==> src/rtl/adder_2in_rr_sched.sv <==
// Round-robin scheduler that shares one two-operand sign-magnitude adder among
// NREQ requesters. Stage 1 holds the granted operand pair, stage 2 holds the
// two's-complement sum and its owner ID. Both stages use valid/ready flow control.

// Adds two sign-magnitude operands and returns the two's-complement sum, modulo 2^W.
module adder_2in #(
   parameter int sigWidth   = 4,
   parameter int low_expand = 2,
   localparam int W         = sigWidth + 4 + low_expand
) (
   input  logic [W-1:0] i_op_a,
   input  logic [W-1:0] i_op_b,
   output logic [W-1:0] o_sum
);

   logic [W-1:0] w_mag_a;
   logic [W-1:0] w_mag_b;
   logic [W-1:0] w_tc_a;
   logic [W-1:0] w_tc_b;

   // Convert each operand to two's complement, then add. The carry out is dropped.
   always_comb begin
      w_mag_a = {1'b0, i_op_a[W-2:0]};
      w_mag_b = {1'b0, i_op_b[W-2:0]};
      w_tc_a  = i_op_a[W-1] ? (~w_mag_a + W'(1)) : w_mag_a;
      w_tc_b  = i_op_b[W-1] ? (~w_mag_b + W'(1)) : w_mag_b;
      o_sum   = w_tc_a + w_tc_b;
   end

endmodule

module adder_2in_rr_sched #(
   parameter int sigWidth   = 4,
   parameter int low_expand = 2,
   parameter int NREQ       = 4,
   localparam int W         = sigWidth + 4 + low_expand,
   localparam int IDW       = (NREQ > 2) ? $clog2(NREQ) : 1
) (
   input  logic                clk,
   input  logic                rst,
   input  logic [NREQ-1:0]     req_valid,
   output logic [NREQ-1:0]     req_ready,
   input  logic [NREQ*2*W-1:0] req_data,
   output logic                out_valid,
   input  logic                out_ready,
   output logic [W-1:0]        out_sum,
   output logic [IDW-1:0]      out_id,
   output logic                busy
);

   // Pipeline state
   logic           r_s1_valid;
   logic [W-1:0]   r_s1_a;
   logic [W-1:0]   r_s1_b;
   logic [IDW-1:0] r_s1_id;
   logic           r_s2_valid;
   logic [W-1:0]   r_sum;
   logic [IDW-1:0] r_id;
   logic [IDW-1:0] r_rr_ptr;

   // Flow control and arbitration
   logic           w_s2_free;
   logic           w_s1_adv;
   logic           w_s1_free;
   logic           w_found;
   logic           w_gnt_any;
   logic [IDW-1:0] w_gnt_idx;
   logic [W-1:0]   w_sel_a;
   logic [W-1:0]   w_sel_b;
   logic [W-1:0]   w_add_sum;
   int             w_idx;

   // Stall chain: a stage may load when it is empty or is emptying this cycle.
   always_comb begin
      w_s2_free = !r_s2_valid || out_ready;
      w_s1_adv  = r_s1_valid && w_s2_free;
      w_s1_free = !r_s1_valid || w_s1_adv;
   end

   // Round-robin search: first valid requester at or above r_rr_ptr, wrapping to 0.
   always_comb begin
      // NOTE: every combinational output gets a default first, so no path leaves it unassigned and no latch is inferred.
      w_found   = 1'b0;
      w_gnt_idx = '0;
      w_idx     = 0;
      for (int k = 0; k < NREQ; k++) begin
         w_idx = int'(r_rr_ptr) + k;
         if (w_idx >= NREQ) w_idx = w_idx - NREQ;
         if (!w_found && req_valid[w_idx]) begin
            w_found   = 1'b1;
            w_gnt_idx = IDW'(w_idx);
         end
      end
      w_gnt_any = w_found && w_s1_free && !rst;
      req_ready = '0;
      if (w_gnt_any) req_ready[w_gnt_idx] = 1'b1;
   end

   // Pick the granted operand pair; a negative zero is folded to all-zero.
   always_comb begin
      w_sel_a = req_data[int'(w_gnt_idx)*2*W +: W];
      w_sel_b = req_data[int'(w_gnt_idx)*2*W + W +: W];
      if (w_sel_a[W-2:0] == '0) w_sel_a = '0;
      if (w_sel_b[W-2:0] == '0) w_sel_b = '0;
   end

   // The single shared adder sits between stage 1 and stage 2.
   adder_2in #(
      .sigWidth   (sigWidth),
      .low_expand (low_expand)
   ) u_adder (
      .i_op_a (r_s1_a),
      .i_op_b (r_s1_b),
      .o_sum  (w_add_sum)
   );

   // Control state: stage valid flags and the round-robin pointer.
   always_ff @(posedge clk or posedge rst) begin
      if (rst) begin
         // NOTE: sequential state uses non-blocking assignment so every flop samples pre-edge values.
         r_s1_valid <= 1'b0;
         r_s2_valid <= 1'b0;
         r_rr_ptr   <= '0;
      end else begin
         if (w_s1_free) r_s1_valid <= w_gnt_any;
         if (w_s2_free) r_s2_valid <= r_s1_valid;
         if (w_gnt_any) r_rr_ptr <= (w_gnt_idx == IDW'(NREQ-1)) ? '0 : w_gnt_idx + IDW'(1);
      end
   end

   // Stage 1 payload is only meaningful while r_s1_valid is set.
   always_ff @(posedge clk) begin
      // NOTE: datapath registers guarded by a valid flag need no reset; only the flag does.
      if (w_gnt_any) begin
         r_s1_a  <= w_sel_a;
         r_s1_b  <= w_sel_b;
         r_s1_id <= w_gnt_idx;
      end
   end

   // Stage 2 result registers; they hold while the downstream stalls.
   always_ff @(posedge clk or posedge rst) begin
      if (rst) begin
         r_sum <= '0;
         r_id  <= '0;
      end else if (w_s1_adv) begin
         r_sum <= w_add_sum;
         r_id  <= r_s1_id;
      end
   end

   assign out_valid = r_s2_valid;
   assign out_sum   = r_sum;
   assign out_id    = r_id;
   assign busy      = r_s1_valid || r_s2_valid;

endmodule

==> config.mk <==
export PLATFORM = sky130hd
export DESIGN_NAME = adder_2in_rr_sched
export DESIGN_NICKNAME = d
export VERILOG_FILES = /design/src/rtl/adder_2in_rr_sched.sv
export SDC_FILE = /design/constraint.sdc
export NUM_CORES = 1
export LEC_CHECK = 0
export CORE_ASPECT_RATIO = 1.25
export CORE_MARGIN = 5
export CORE_UTILIZATION = 50
export CTS_CLUSTER_DIAMETER = 150
export DETAILED_ROUTE_END_ITERATION = 16
export PLACE_DENSITY_LB_ADDON = 0.3
export SETUP_SLACK_MARGIN = 0.05
export SLEW_MARGIN = 20
export SYNTH_ARGS = -nofsm -noshare
export SYNTH_HDL_FRONTEND = slang
export SYNTH_SLANG_ARGS = --single-unit
==> constraint.sdc <==
create_clock -name clk -period 8.27 [get_ports clk]
set_clock_uncertainty 0.1 [all_clocks]
set_input_delay 1.2405 -clock clk [delete_from_list [all_inputs] [get_ports clk]]
set_output_delay 1.2405 -clock clk [all_outputs]
set_load 0.02 [all_outputs]
==> impl_metrics.py <==
metrics = {
    "synthesis": {
        "synthFlopType": "edfxtp_1",
        "synth_top_area_share_pct": 20.7,
        "synth.area.top_cells": "edfxtp_1 (21%), dfrtp_1 (13%), nand3_1 (8.9%)",
        "yosysTopAreaCell": "edfxtp_1",
        "synth_nets": 471,
        "syn_inst": 368,
        "syn_area_um2": 3200,
        "synthArstFlopShare_pct": 42.1,
        "seq_area_frac_synth_pct": 33.2,
        "ys_ff_latch": 38,
        "syn_area_per_cell_um2": 8.68,
        "ys_warn_count": 0,
        "synth.distinct_cells": 48,
        "synth_edf_count": 22,
    },
    "sta": {
        "worst_pin_slew_ns": 0.726,
        "setup_viol": 0,
        "finalWorstSetupSlack_ns": 2.68,
        "setup_tns_ns": 0,
        "max_freq_mhz": 179,
        "rsz0062_at_grt": "no",
        "min_period_ns": 5.59,
        "hold_violations": 0,
        "max_slew_margin_pct": 51.5,
        "maxSlewViolCount": 0,
        "finalCritPeriodShare_pct": 67.6,
    },
    "clock_tree": {
        "path_clk_slew_ns": 0.08,
        "post_cts_resized": 0,
        "cts_buffer_depth": 2,
        "cts_tree": "built",
        "holdBufCountCts": 0,
        "clock-sinks": 38,
        "insertion_delay_ns": 0.29,
        "numCtsBuffers": 5,
        "cts_root_buf": "clkbuf_8",
        "postCtsSetupBuffers": 0,
        "htreeDepth": 2,
    },
    "setup_path": {
        "critPathMaxStageDelay_ns": 0.61,
        "r2r_cells": 11,
        "worstSetupPathType": "input port to primary output",
        "cp_max_fo": 37,
        "critPathSlowestCell": "clkdlybuf4s50_1",
        "worstSetupStartpointType": "input port",
        "arrival_ns": 4.25,
        "setup.worst_path.end_class": "primary output",
        "crit_chain": "clkdlybuf4s50_1 > nor2b_1 > or4b_1 > buf_4 > nand2_1 > clkinv_1 > ha_1 > and2_1 > clkdlybuf4s50_1",
        "cpMostUsedCell": "clkdlybuf4s50_1",
        "ff2ff_setup_slack_ns": 5.29,
        "required_ns": 6.93,
    },
    "global_route": {
        "grt.overflow.total": 0,
        "antenna_found_initial": 0,
        "first_global_vias": 3243,
        "grt_pass1_wl_mm": 14.7,
        "grt_max_degree": 38,
        "grt_usage_pct": 22.9,
    },
    "power": {
        "cellPowerDensity_nw_per_um2": 319,
        "p_leak_uw": 0.00166,
        "max-vdd-ir-drop_uv": 135,
    },
    "routing": {
        "drt_wl_total_mm": 9.03,
        "firstDrtPassIters": 4,
        "viasPerCell": 5.89,
        "drtIter0Drc": 144,
        "drc": 0,
        "ant_nets": 0,
        "via_count": 3214,
        "wire_per_inst_um": 16.5,
    },
    "cells_and_area": {
        "final_cell_mix": "clkdlybuf4s50_1 (104), nand3_1 (57), o21ai_0 (43)",
        "nets": 563,
        "syn2layout_area_growth_pct": 37.2,
        "drive_above_1_share_pct": 6.07,
        "final_area_um2": 4390,
        "antenna_cells": 0,
        "final_common_cell": "clkdlybuf4s50_1",
        "final_cells": 546,
    },
    "placed_design": {
        "place_congestion": 0.954,
        "pre_cts_ws_ns": 2.72,
        "place_inst": 538,
        "io_buffer_count": 104,
        "dpl-instance-area_um2": 4250,
        "dp_hpwl_mm": 7.25,
    },
    "die": {
        "die_w_um": 81.5,
        "die_h_um": 99.4,
        "core_area_um2": 6210,
        "row_count": 32,
        "dieArea_um2": 8100,
        "io_pins": 105,
        "start_util_pct": 51.5,
    },
    "min_path": {
        "hp-class": "register to register",
        "hold_depth": 1,
    },
    "outcome": {
        "status": "completed",
    },
    "job": {
        "maxCapViolations": 0,
    },
}
[cell families (layout without fill, tap and decap cells)]
group,Yosys count,count (layout),share of synthesized area [%]
and+or+nand+nor,151,151,25.6
xor gates and xnor gates,20,20,5.48
DFF,38,38,33.2
adders and majority gates,16,16,6.50
muxes,11,11,3.72
buffers and inverters,36,129,5.76
AOI/OAI and AO/OA,96,96,19.7
[routing by layer]
metal,global-route usage [%],vias to the layer above,part of all wire [%]
li1,-,1564,-
met5,0,-,0
met3,4.35,25,6.8
met4,9.88,0,3.4
met2,40.2,144,52
met1,26.4,1481,38
[state kept, by name, indices dropped and copies added (netlist names)]
| name | count |
|---|---|
| out_id | 2 |
| r_rr_ptr | 2 |
| r_s1_a | 10 |
| r_s1_b | 10 |
| out_sum | 10 |
| r_s1_valid | 1 |
| out_valid | 1 |
| r_s1_id | 2 |
[synth_stat cells (all sizes together) (5+ instances only)]
library cell / number
nor4: 11
o21ai: 44
xnor2: 18
nor2: 11
a221oi: 8
nor3b: 10
buf: 17
inv: 9
nand3: 59
edfxtp: 22
o31ai: 6
clkbuf: 9
ha: 15
nand2: 28
and2: 15
dfrtp: 16
nor2b: 5
a32oi: 8
a21oi: 7
mux2: 7
[per-stage QoR]
step	hold slack [ns]	power, uW	utilization [%]
5_1_grt	0.393	1510	70.7
3_5_place_dp	0.379	1210	68.5
2_1_floorplan	0.355	969	-
4_1_cts	0.385	1400	70.7
3_3_place_gp	0.361	1180	68.5
6_report	0.378	1400	70.7
[path summary, 6_finish.rpt]
check / startpoint / to
max in group asynchronous: rst / r_rr_ptr[0]$_DFFE_PP0P_
setup reg to reg: r_s1_b[0]$_SDFFCE_PN0P_ / out_sum[8]$_DFFE_PP0P_
setup / recovery: req_valid[2] / req_ready[2]
hold reg to reg: r_s1_id[0]$_DFFE_PP_ / out_id[0]$_DFFE_PP0P_
min in group asynchronous: rst / r_rr_ptr[1]$_DFFE_PP0P_
hold / removal: r_s1_id[0]$_DFFE_PP_ / out_id[0]$_DFFE_PP0P_
[cell type report]
type,count,area [um^2]
timing repair buffer,111,1090
clock inverter,3,63.8
clock buffer,5,68.8
fill,480,1820
multi-input combinational,294,1950
inverter,10,37.5
sequential,38,1060
tap,85,106
[worst max-delay path, delay by kind of cell]
family	cells	cell delay, ns
fa+ha+maj	1	0.17
buf+inv	4	1.64
simple gates	4	1.18
[power by group]
group	switching, uW	leakage (uW)	total (uW)	internal (uW)
clock	65.2	0.0000658	185	119
combinational	469	0.00120	863	394
sequential	62.6	0.000399	349	287
No activity file was read; power rests on OpenSTA's default activity.
